$ cat src/rtl/instr_fetch_queue.sv
// Instruction fetch unit with an in-order fetch queue feeding the dispatcher.
// Sequential PC generation, fixed 1-cycle imem latency, FWFT head, flush on redirect.
module instr_fetch_queue #(
    parameter int unsigned DEPTH    = 16,
    parameter logic [31:0] RESET_PC = 32'h0
) (
    input  logic        clk,
    input  logic        rst,
    output logic        imem_rd_en,
    output logic [31:0] imem_addr,
    input  logic [31:0] imem_rdata,
    input  logic        dispatch_ren,
    input  logic        dispatch_jump_branch,
    input  logic [31:0] dispatch_jmp_branch_addr,
    output logic [31:0] ifetch_pc_plus_four,
    output logic [31:0] ifetch_instruction,
    output logic        ifetch_empty_flag,
    output logic        ifq_full
);

    localparam int unsigned PTR_W = $clog2(DEPTH);
    localparam int unsigned CNT_W = PTR_W + 1;
    localparam logic [CNT_W-1:0] DEPTH_C = CNT_W'(DEPTH);

    typedef struct packed {
        logic [31:0] pc_plus_four;
        logic [31:0] instruction;
    } ifq_entry_t;

    ifq_entry_t       mem [DEPTH];
    ifq_entry_t       head;
    logic [31:0]      fetch_pc;
    logic [31:0]      inflight_pc;
    logic             inflight_v;
    logic [PTR_W-1:0] wr_ptr;
    logic [PTR_W-1:0] rd_ptr;
    logic [CNT_W-1:0] count;
    logic [CNT_W-1:0] credit;
    logic             flush;
    logic             issue;
    logic             push;
    logic             pop;

    // Credit counts the outstanding read so a returning word always has a slot;
    // a same-cycle pop is deliberately not credited.
    assign flush  = dispatch_jump_branch;
    assign credit = count + CNT_W'(inflight_v);
    assign issue  = ~rst & ~flush & (credit < DEPTH_C);
    assign push   = inflight_v & ~flush;
    assign pop    = dispatch_ren & ~ifetch_empty_flag & ~flush;

    assign imem_rd_en = issue;
    assign imem_addr  = fetch_pc;

    // Fetch PC and the one outstanding imem read
    always_ff @(posedge clk or posedge rst) begin
        if (rst) begin
            fetch_pc    <= RESET_PC;
            inflight_pc <= '0;
            inflight_v  <= 1'b0;
        end else if (flush) begin
            fetch_pc    <= dispatch_jmp_branch_addr;
            inflight_v  <= 1'b0;
        end else if (issue) begin
            inflight_pc <= fetch_pc;
            inflight_v  <= 1'b1;
            fetch_pc    <= fetch_pc + 32'd4;
        end else begin
            inflight_v  <= 1'b0;
        end
    end

    // Queue pointers and occupancy; flush resets them to the empty state
    always_ff @(posedge clk or posedge rst) begin
        if (rst) begin
            wr_ptr <= '0;
            rd_ptr <= '0;
            count  <= '0;
        end else if (flush) begin
            wr_ptr <= '0;
            rd_ptr <= '0;
            count  <= '0;
        end else begin
            if (push) begin
                wr_ptr <= wr_ptr + PTR_W'(1);
            end
            if (pop) begin
                rd_ptr <= rd_ptr + PTR_W'(1);
            end
            count <= count + CNT_W'(push) - CNT_W'(pop);
        end
    end

    // Storage needs no reset: head outputs are masked while count is zero
    always_ff @(posedge clk) begin
        if (push) begin
            mem[wr_ptr] <= '{pc_plus_four: inflight_pc + 32'd4, instruction: imem_rdata};
        end
    end

    assign head                = mem[rd_ptr];
    assign ifetch_empty_flag   = (count == '0);
    assign ifq_full            = (count == DEPTH_C);
    assign ifetch_pc_plus_four = ifetch_empty_flag ? 32'h0 : head.pc_plus_four;
    assign ifetch_instruction  = ifetch_empty_flag ? 32'h0 : head.instruction;

    push_into_full: assert property (@(posedge clk) disable iff (rst) !(push && ifq_full));

endmodule

$ cat config.mk
export PLATFORM = sky130hd
export DESIGN_NAME = instr_fetch_queue
export DESIGN_NICKNAME = d
export VERILOG_FILES = /design/src/rtl/instr_fetch_queue.sv
export SDC_FILE = /design/constraint.sdc
export NUM_CORES = 1
export LEC_CHECK = 0
export BUFFER_PORTS_ARGS = -buffer_cell sky130_fd_sc_hd__buf_2
export CELL_PAD_IN_SITES_DETAIL_PLACEMENT = 1
export CELL_PAD_IN_SITES_GLOBAL_PLACEMENT = 1
export CORE_ASPECT_RATIO = 1.1
export CORE_MARGIN = 4
export CORE_UTILIZATION = 45
export CTS_CLUSTER_SIZE = 12
export DETAILED_ROUTE_END_ITERATION = 6
export GPL_TIMING_DRIVEN = 1
export HOLD_SLACK_MARGIN = 0.05
export PLACE_DENSITY = 0.69
export SYNTH_ARGS = -nofsm -noshare
export SYNTH_HDL_FRONTEND = slang
export SYNTH_SLANG_ARGS = --single-unit
$ cat constraint.sdc
create_clock -name clk -period 2.9 [get_ports clk]
set_clock_uncertainty 0.15 [all_clocks]
set_input_delay 0.29 -clock clk [delete_from_list [all_inputs] [get_ports clk]]
set_output_delay 0.29 -clock clk [all_outputs]
set_load 0.05 [all_outputs]
Yosys cells after proc, flatten, opt, wreduce, memory -nomap -nowiden
Memories as Yosys holds them, arrays and structs flattened.
Index checks and enable logic that the tools add are counted.
Widths: inputs -> output; s select.
- register bits after elaboration: 78
- bits in writable memories: 1024
- output and inout bits: 99
- memories kept: 1
- add/sub/neg operators: 7
- order comparisons: 1
- equal/unequal tests: 1
- muxes and demuxes: 13
- bitwise operators: 8
- reduce and logical (&&, ||, !) cells: 5
- memories (memory ; words ; bits a word ; rd ports ; clocked after memory_dff ; write ports ; RTL line ; source):
    mem ; 16 ; 64 ; 1 ; 0 ; 1 ; 30 ; ifq_entry_t mem [DEPTH];
- operators with widths (kind ; number):
    $mux 32 ; 4
    $add 32x3->32 const B ; 2
    $mux 4 ; 4
    $add 5x1->5 ; 2
    $add 4x1->4 const B ; 2
    $reduce_bool 2->1 ; 3
    $and 1x1->1 ; 5
    $eq 5x5->1 const B ; 1
    $logic_not 5->1 ; 1
    $lt 5x5->1 const B ; 1
    $mux 5 ; 1
    $sub 5x1->5 ; 1
    $mux 1 ; 4
    $not 1->1 ; 3
    $reduce_and 2->1 ; 1

Logic depth before layout (Yosys ltp)
Gate-level depths: netlist (run 1).
- word-level depth: 6
- gate-level depth with buffers: 14

Worst setup path after synthesis (run 1)
OpenSTA, ideal clock, no wires.
- path type: input port to flip-flop
- start: input port rst
- end: register fetch_pc[23] (netlist: imem_addr[23])
- arrival: 3.015 ns
- required time: 2.618 ns
- setup slack: -0.397 ns
- stages on the path: 5
- cells stage by stage: inv_1 nand4_1 nor3_1 mux2i_1 o21bai_1
- longest elaborated chain between the ends: 4
- ends and longest elaborated chain (element ; RTL line ; source):
    start, declared ; 8 ; input logic rst,
    $not 1->1 ; 48 ; assign issue = ~rst & ~flush & (credit < DEPTH_C);
    $and 1x1->1 (2 in a row) ; 48 ;
    $reduce_bool 2->1 (no line) ; n/a ;
    end signal, assigned ; 62 ; fetch_pc <= dispatch_jmp_branch_addr;
    end signal, assigned ; 67 ; fetch_pc <= fetch_pc + 32'd4;
    end, declared ; 32 ; logic [31:0] fetch_pc;
Every way passes these cells.
A chain may end at the register's enable or synchronous reset.

Final worst setup path (run 1)
- start: register rd_ptr[0]
- end: output port ifetch_pc_plus_four[8]
- longest elaborated chain between the ends: 2
- ends and longest elaborated chain (element ; RTL line ; source):
    start, declared ; 36 ; logic [PTR_W-1:0] rd_ptr;
    start signal, assigned ; 88 ; rd_ptr <= rd_ptr + PTR_W'(1);
    $mem_v2 16x64 ; n/a ;
    $mux 32 ; 104 ; assign ifetch_pc_plus_four = ifetch_empty_flag ? 32'h0 : head.pc_plus_four;
    end, declared ; 15 ; output logic [31:0] ifetch_pc_plus_four,
Every way passes these cells.

==> flow_metrics.env, run 1 <==
export IMPL_setup_viol=65
export IMPL_drt_pass1_iterations=5
export IMPL_grt_max_degree=79
export IMPL_vdd_drop_max_uv=649
export IMPL_timing_final_crit_share=1.11
export IMPL_tightest_slew_ns=1.13
export IMPL_syn_area_per_cell_um2=21.3
export IMPL_initial_core_util=0.455
export IMPL_synth_adder_area_share=0.00453
export IMPL_setup_ws_ns=-0.318
export IMPL_cts_clk_slew_worst_paths_ns=0.06
export IMPL_synth_cell_type_count=40
export IMPL_tns_ns=-15.92
export IMPL_layout_nets=2521
export IMPL_p_switching_mw=14.6
export IMPL_dieArea_um2=101000
export IMPL_yosysSeqAreaShare=0.759
export IMPL_cp_max_fo=15
export IMPL_cts_tree="built"
export IMPL_drt_iter0_markers=2156
export IMPL_fin_crit_ns=3.22
export IMPL_hold_viol_final=0
export IMPL_io_pins=167
export IMPL_leakage_nw=17.0
export IMPL_hold_class="in2reg"
export IMPL_synthCells=2026
export IMPL_p_int_mw=32.7
export IMPL_grt_antenna_before_repair=2
export IMPL_synth_compound_area_share=0.0148
export IMPL_hpwl_um=58000
export IMPL_dieWidth_um=303
export IMPL_syn_nets=2109
export IMPL_power_share_combinational=0.320
export IMPL_cts_root_buf="clkbuf_16"
export IMPL_synth_async_reset_ratio=0.0708
export IMPL_fmax_mhz=311
export IMPL_worstSetupPathType="reg2out"
export IMPL_rsz0062_at_grt="true"
export IMPL_required_ns=2.46
export IMPL_grt_total_usage=0.223
export IMPL_cp_end_kind="output port"
export IMPL_max_slew_margin_rel=0.241
export IMPL_antenna_left=0
export IMPL_cts_sinks=1102
export IMPL_multi_input_area_um2=10800
export IMPL_synthToLayoutAreaGrowth_pct=23.0
export IMPL_die_height_um=333
export IMPL_wl_per_cell_um=29.8
export IMPL_vias_per_cell=5.87
export IMPL_drv_slew=0
export IMPL_ys_warn_count=0
export IMPL_p_clk_frac=0.277
export IMPL_syn_area_um2=43100
export IMPL_via_count=22100
export IMPL_drive_gt1_frac=0.355
export IMPL_seqPwrFrac=0.403
export IMPL_grt_first_pass_wirelength_um=164000
export IMPL_port_buffers=166
export IMPL_grt_overflow=0
export IMPL_ys_seq_elements=1102
export IMPL_synth_top_family_by_area="multiplexers"
export IMPL_synth_simple_area_share=0.0237
export IMPL_max_cap_violations=0
export IMPL_rows=118
export IMPL_p_per_area_nw_per_um2=893
export IMPL_coreArea_um2=94600
export IMPL_cts_buffer_depth=3
export IMPL_numCtsBuffers=112
export IMPL_cp_data_arrival_time_ns=2.78
export IMPL_synth_xor_area_share=0.0124
export IMPL_hold_slack_ns=0.199
export IMPL_power_mw=47.3
export IMPL_muxShareOfSynthArea=0.174
export IMPL_status="complete, but fails checks"
export IMPL_num_fill_cells=8064
export IMPL_gp_congestion=0.745
export IMPL_h_tree_depth=3
export IMPL_grt_pass1_vias=24000
export IMPL_synth_edf_count=1024
export IMPL_fin_util=0.560
export IMPL_regArea_um2=32700
export IMPL_start_kind="register"
export IMPL_violations="negative setup slack"
export IMPL_wirelength_um=112000
export IMPL_drc=0
export IMPL_sw_frac_of_total=0.310
export IMPL_synth_flop_cell="edfxtp_1"
export IMPL_clock_latency_ns=0.70
-- cells in the final DEF, fill, tap and decap left out, types with 28 or more instances in the layout --
cell,count
buf_6,44
xor2_1,29
o22ai_1,29
mux2_2,34
buf_4,95
dfrtp_1,75
dlygate4sd3_1,67
mux4_2,256
nor2_1,29
o21ai_0,28
mux2i_1,79
xnor2_1,28
edfxtp_1,1024
mux2i_2,30
buf_2,101
clkbuf_16,117
buf_12,59
buf_16,30
nand2_1,49
-- critical path, cell delays in order (launching register included) --
cell and delay [ns]:
dfrtp_4 0.43, buf_12 0.16, buf_16 0.18, buf_16 0.19, mux4_2 0.52, mux2i_1 0.24, o22ai_2 0.14, buf_4 0.21
-- state kept, by name, summed over array words and instances, names as in the netlist --
name	cells
count	5
imem_addr	32
inflight_pc	32
inflight_v	1
mem	1024
rd_ptr	4
wr_ptr	4
-- Yosys cell counts, types with 4 or more instances --
library cell	count	area [µm²]
edfxtp_1	1024	30700
nor4_1	7	43.8
and3_1	13	81.3
xor2_1	29	254
nand4_1	18	113
o22ai_1	64	400
nor3_1	9	45.0
o21ai_0	28	140
clkbuf_1	59	221
mux2_2	34	383
a31oi_1	5	31.3
xnor2_1	32	280
nand3_1	21	105
mux2i_1	133	1330
o31ai_1	4	30.0
dfrtp_1	78	1950
nand2_1	50	188
inv_1	17	63.8
buf_1	17	63.8
buf_2	30	150
and2_1	19	119
ha_1	14	175
and4_1	9	78.8
or4_1	4	30.0
nor2_1	31	116
mux4_2	256	5770
-- area by class of cell --
| cell class | instances | area share |
|---|---|---|
| Sequential cell | 1102 | 0.617 |
| Clock inverter | 47 | 0.00604 |
| Clock buffer | 136 | 0.0550 |
| Inverter | 17 | 0.00128 |
| Tap cell | 1260 | 0.0298 |
| Antenna cell | 1 | 0.0000472 |
| Multi-Input combinational cell | 800 | 0.204 |
| Timing Repair Buffer | 405 | 0.0862 |
-- metrics by stage --
step | std cells | worst slack (ns) | cell area [µm²]
after detailed placement | 3463 | -0.185 | 46700
after CTS | 3762 | -0.343 | 52500
after floorplan | 2026 | 0.0348 | 43100
final | 3768 | -0.318 | 53000
after global placement | 3463 | -0.0760 | 46700
after global routing | 3768 | -0.407 | 53000
-- per-layer routing --
layer,GRT usage,part of all wire
met5,0,0
met1,0.309,0.40
met3,0.0392,0.067
met2,0.370,0.51
met4,0.0607,0.023
-- worst paths after layout --
kind	start	end	slack, ns	cells past startpoint
max	rd_ptr[0]	ifetch_pc_plus_four[8]	-0.32	7
min	dispatch_jmp_branch_addr[24]	imem_addr[24]	0.20	4
max reg2reg	count[3]	count[4]	-0.19	14
min reg2reg	inflight_pc[31]	inflight_pc[31]	0.38	1
max in group asynchronous	rst	rd_ptr[0]	1.41	4
min in group asynchronous	rst	imem_addr[8]	0.41	4
-- kinds of logic (layout without fill, tap and decap cells) --
group / count (synthesis) / count (layout)
buf+inv: 124 / 605
other cells: 0 / 1
compound gates: 107 / 107
mux: 423 / 423
xor+xnor: 61 / 61
flops: 1102 / 1102
simple gates: 194 / 194
fa+ha+maj: 15 / 15
-- power by group through the flow --
stage	clock network (mW)	registers, mW	logic (mW)
floorplan	0	19.4	7.79
global placement	0	19.4	11.3
detailed placement	0	19.4	11.6
CTS	13.3	19.1	14.6
global route	14.0	19.1	16.0
finish	13.1	19.1	15.2
-- repair_timing --
item	in CTS	in global routing
pin swaps	13	3
gates resized for setup	243	68
gates cloned	17	4
hold buffers	67	0
endpoints found under the setup margin	83	115
endpoints found under the hold margin	624	0
buffers inserted	34	1
No activity file was read; power rests on OpenSTA's default activity.
==> inputs of run 2 (changes only) <==
--- a/config.mk
+++ b/config.mk
@@ -16,6 +16,7 @@
 export GPL_TIMING_DRIVEN = 1
 export HOLD_SLACK_MARGIN = 0.05
 export PLACE_DENSITY = 0.69
+export RECOVER_POWER = 100
 export SYNTH_ARGS = -nofsm -noshare
 export SYNTH_HDL_FRONTEND = slang
 export SYNTH_SLANG_ARGS = --single-unit
==> flow_metrics.env, run 2 (synthesis results as in run 1) <==
export IMPL_cts_tree="built"
export IMPL_largest_register="mem"
export IMPL_vias_per_cell=5.87
export IMPL_dieArea_um2=101000
export IMPL_gp_congestion=0.745
export IMPL_whs_endpoint="imem_addr[24]"
export IMPL_leakage_nw=16.7
export IMPL_dpl_cell_count=3463
export IMPL_grt_max_degree=79
export IMPL_h_tree_depth=3
export IMPL_wl_per_cell_um=29.8
export IMPL_violations="max-capacitance violations, max-slew violations, negative setup slack"
export IMPL_fmax_mhz=310
export IMPL_setup_viol=97
export IMPL_die_height_um=333
export IMPL_reg2regPathDepth=14
export IMPL_drive_gt1_frac=0.324
export IMPL_cp_end_kind="output port"
export IMPL_critPathMaxStageDelay_ns=0.52
export IMPL_antenna_left=0
export IMPL_hold_viol_final=0
export IMPL_tns_ns=-18.05
export IMPL_crit_top_cell="buf_16"
export IMPL_layout_nets=2521
export IMPL_r2r_slack_ns=-0.22
export IMPL_final_cells=3768
export IMPL_reg2reg_to="count[4]"
export IMPL_cp_data_arrival_time_ns=2.79
export IMPL_mostFrequentLayoutCell="edfxtp_1"
export IMPL_path_cells="buf_12 > buf_16 > buf_16 > mux4_2 > mux2i_1 > o22ai_2 > buf_4"
export IMPL_p_per_area_nw_per_um2=895
export IMPL_synthToLayoutAreaGrowth_pct=22.6
export IMPL_path_buf_inv=4
export IMPL_cp_max_fo=15
export IMPL_hpwl_um=58000
export IMPL_fin_crit_ns=3.23
export IMPL_final_area_um2=52800
export IMPL_start_kind="register"
export IMPL_max_slew_margin_rel=-0.376
export IMPL_crit_slowest_cell="mux4_2"
export IMPL_max_cap_violations=1
export IMPL_dpl_instance_area_um2=46700
export IMPL_drv_slew=79
export IMPL_worstHoldStart="dispatch_jmp_branch_addr[24]"
export IMPL_vdd_drop_max_uv=649
export IMPL_worstSetupPathType="reg2out"
export IMPL_rr_startpoint="count[3]"
export IMPL_drc=0
export IMPL_status="complete, but fails checks"
export IMPL_tightest_slew_ns=2.06
export IMPL_grt_total_usage=0.223
export IMPL_io_pins=167
export IMPL_grt_overflow=0
export IMPL_cts_buffer_depth=3
export IMPL_timing_final_crit_share=1.11
export IMPL_hold_depth=4
export IMPL_clock_latency_ns=0.69
export IMPL_cts_sinks=1102
export IMPL_drt_pass1_iterations=5
export IMPL_coreArea_um2=94600
export IMPL_required_ns=2.46
export IMPL_wirelength_um=112000
export IMPL_largest_reg_flops=1024
export IMPL_dieWidth_um=303
export IMPL_drt_iter0_markers=2006
export IMPL_cts_clk_slew_worst_paths_ns=0.06
export IMPL_cts_root_buf="clkbuf_16"
export IMPL_cp_depth=7
export IMPL_setup_ws_ns=-0.326
export IMPL_fin_util=0.558
export IMPL_hold_class="in2reg"
export IMPL_rsz0062_at_grt="true"
export IMPL_initial_core_util=0.455
export IMPL_via_count=22100
export IMPL_path_delay_family="multiplexers"
export IMPL_final_cell_mix="1024 x edfxtp_1, 256 x mux4_2, 117 x clkbuf_16"
export IMPL_numCtsBuffers=112
export IMPL_rows=118
export IMPL_port_buffers=166
export IMPL_grt_first_pass_wirelength_um=164000
export IMPL_grt_antenna_before_repair=2
export IMPL_grt_pass1_vias=24000
run 2: cell types whose count changed in the layout (fill, tap and decap cells not counted), sizes merged:
cell and delta:
buf -83, clkbuf +83
run 2: worst register-to-register path, stage by stage (launching register included):
cell,delay [ns]
dfrtp_1,0.40
inv_2,0.09
ha_4,0.13
or4b_4,0.46
and3_1,0.21
ha_1,0.30
inv_2,0.05
ha_4,0.16
inv_2,0.06
fa_2,0.20
inv_1,0.06
a21oi_2,0.14
nor2_1,0.07
or3_4,0.40
a21oi_4,0.17
run 2: worst max path at each step:
stage / startpoint / endpoint / slack [ns]
floorplan: count[3] / count[4] / 0.03
global placement: count[2] / count[4] / -0.08
detailed placement: count[3] / count[4] / -0.18
CTS: count[3] / ifetch_instruction[11] / -0.34
global route: rd_ptr[0] / ifetch_pc_plus_four[8] / -0.41
finish: rd_ptr[0] / ifetch_pc_plus_four[8] / -0.33
run 2: metal layers:
| metal | vias up | track usage | wire (µm) |
|---|---|---|---|
| met3 | 149 | 0.0392 | 7430 |
| met5 | - | 0 | 0 |
| met2 | 809 | 0.370 | 57100 |
| met4 | 0 | 0.0607 | 2580 |
| met1 | 11900 | 0.309 | 45400 |
| li1 | 9259 | - | - |
run 2: timing repair:
item | CTS | global route
pin swaps | 13 | 3
setup buffers | 34 | 1
gates resized for setup | 243 | 68
hold buffers | 67 | 0
hold endpoints to repair | 624 | 0
setup endpoints to repair | 83 | 115
gates cloned | 17 | 4
run 2: power by group:
group	switching, mW	internal [mW]	total [mW]
registers	0.420	18.7	19.1
logic	8.39	6.71	15.1
clock network	5.84	7.24	13.1
run 2: cell type report:
| class | count | area (µm²) |
|---|---|---|
| fillers | 8097 | 41800 |
| flip-flops and latches | 1102 | 32700 |
| multi-input cells | 800 | 10800 |
| repair buffers | 405 | 4390 |
| clock buffers | 136 | 2910 |
| well taps | 1260 | 1580 |
| clock inverters | 47 | 320 |
| inverters | 17 | 67.6 |
| diodes | 1 | 2.50 |
run 2: through the flow:
step / setup WS [ns] / hold WS (ns) / power [mW]
floorplan: 0.0348 / 0.239 / 27.2
global placement: -0.0760 / 0.348 / 30.7
detailed placement: -0.185 / 0.354 / 31.0
CTS: -0.343 / 0.145 / 47.0
global route: -0.407 / 0.200 / 49.1
finish: -0.326 / 0.202 / 47.3
==> inputs of run 3 (changes only) <==
--- a/config.mk
+++ b/config.mk
@@ -15,7 +15,7 @@
 export DETAILED_ROUTE_END_ITERATION = 6
 export GPL_TIMING_DRIVEN = 1
 export HOLD_SLACK_MARGIN = 0.05
-export PLACE_DENSITY = 0.69
+export PLACE_DENSITY = 0.72
 export RECOVER_POWER = 100
 export SYNTH_ARGS = -nofsm -noshare
 export SYNTH_HDL_FRONTEND = slang
==> flow_metrics.env, run 3 (synthesis results as in run 1) <==
export IMPL_status="complete, but fails checks"
export IMPL_violations="max-capacitance violations, max-slew violations, negative setup slack"
export IMPL_largest_register="mem"
export IMPL_num_fill_cells=8097
export IMPL_coreArea_um2=94600
export IMPL_numCtsBuffers=111
export IMPL_dieWidth_um=303
export IMPL_rows=118
export IMPL_drt_iter0_markers=2239
export IMPL_drv_slew=79
export IMPL_p_per_area_nw_per_um2=899
export IMPL_port_buffers=166
export IMPL_cp_max_fo=57
export IMPL_fmax_mhz=297
export IMPL_rsz0062_at_grt="true"
export IMPL_final_cells=3778
export IMPL_setup_ws_ns=-0.466
export IMPL_wirelength_um=115000
export IMPL_vdd_drop_max_uv=642
export IMPL_hpwl_um=61400
export IMPL_clock_latency_ns=0.69
export IMPL_dieArea_um2=101000
export IMPL_grt_antenna_before_repair=2
export IMPL_die_height_um=333
export IMPL_fin_crit_ns=3.37
export IMPL_h_tree_depth=3
export IMPL_required_ns=2.46
export IMPL_cts_sinks=1102
export IMPL_grt_overflow=0
export IMPL_cts_tree="built"
export IMPL_mostFrequentLayoutCell="edfxtp_1"
export IMPL_layout_nets=2528
export IMPL_max_slew_margin_rel=-0.393
export IMPL_dpl_instance_area_um2=46900
export IMPL_leakage_nw=16.9
export IMPL_wl_per_cell_um=30.5
export IMPL_cts_clk_slew_worst_paths_ns=0.06
export IMPL_cp_end_kind="output port"
export IMPL_via_count=22500
export IMPL_gp_congestion=0.766
export IMPL_drive_gt1_frac=0.336
export IMPL_initial_core_util=0.455
export IMPL_final_cell_mix="1024 x edfxtp_1, 256 x mux4_2, 116 x clkbuf_16"
export IMPL_drc=0
export IMPL_io_pins=167
export IMPL_cp_data_arrival_time_ns=2.93
export IMPL_grt_pass1_vias=24500
export IMPL_start_kind="register"
export IMPL_timing_final_crit_share=1.16
export IMPL_grt_first_pass_wirelength_um=166000
export IMPL_final_area_um2=53200
export IMPL_vias_per_cell=5.94
export IMPL_synthToLayoutAreaGrowth_pct=23.5
export IMPL_max_cap_violations=1
export IMPL_dpl_cell_count=3474
export IMPL_grt_max_degree=79
export IMPL_worstSetupPathType="reg2out"
export IMPL_tns_ns=-24.99
export IMPL_drt_pass1_iterations=7
export IMPL_setup_viol=139
export IMPL_grt_total_usage=0.224
export IMPL_power_mw=47.8
export IMPL_cts_root_buf="clkbuf_16"
export IMPL_hold_viol_final=0
export IMPL_cts_buffer_depth=3
export IMPL_largest_reg_flops=1024
export IMPL_hold_slack_ns=0.205
export IMPL_antenna_left=0
export IMPL_tightest_slew_ns=2.09
export IMPL_hold_class="in2reg"
==> run 3: worst paths after layout <==
check / startpoint / cells past startpoint / to / slack [ns]
hold / removal: dispatch_jmp_branch_addr[18] / 4 / imem_addr[18] / 0.20
setup / recovery: rd_ptr[1] / 5 / ifetch_pc_plus_four[8] / -0.47
min in group asynchronous: rst / 4 / imem_addr[10] / 0.89
hold reg to reg: inflight_pc[31] / 1 / inflight_pc[31] / 0.40
max in group asynchronous: rst / 4 / rd_ptr[0] / 0.22
setup reg to reg: count[2] / 14 / count[4] / -0.16
==> run 3: worst max-delay path, stage by stage, from the launching register on <==
cell and delay (ns):
dfrtp_4 0.52, buf_12 0.32, mux4_2 0.38, mux2i_1 0.49, o22ai_4 0.23, buf_8 0.21
==> run 3: final cells by class <==
class | count | area [µm²] | area share
diodes | 1 | 2.50 | 0.0000470
multi-input cells | 800 | 11100 | 0.209
repair buffers | 413 | 4530 | 0.0850
clock buffers | 145 | 2940 | 0.0552
flip-flops and latches | 1102 | 32700 | 0.615
well taps | 1260 | 1580 | 0.0296
clock inverters | 40 | 269 | 0.00506
inverters | 17 | 67.6 | 0.00127
==> run 3: timing repair <==
action | in CTS | in global routing
gates cloned | 16 | 6
endpoints found under the hold margin | 624 | 0
setup buffers | 24 | 6
pin swaps | 6 | 17
gates resized for setup | 256 | 127
endpoints found under the setup margin | 67 | 148
hold buffers | 67 | 0
==> run 3: power breakdown <==
group / switching, mW / internal, mW
clock network: 5.88 / 7.16
logic: 8.76 / 6.92
registers: 0.456 / 18.7
==> run 3: stage by stage <==
step | utilization | worst slack, ns
final | 0.562 | -0.466
after floorplan | - | 0.0348
after global placement | 0.496 | -0.125
after detailed placement | 0.496 | -0.243
after global routing | 0.562 | -0.500
after CTS | 0.555 | -0.371
==> run 3: metal layers <==
layer	vias up	wire length (µm)	GRT usage
li1	9269	-	-
met1	12100	45500	0.308
met2	971	58300	0.370
met3	156	8670	0.0448
met4	2	2800	0.0587
met5	-	13	0
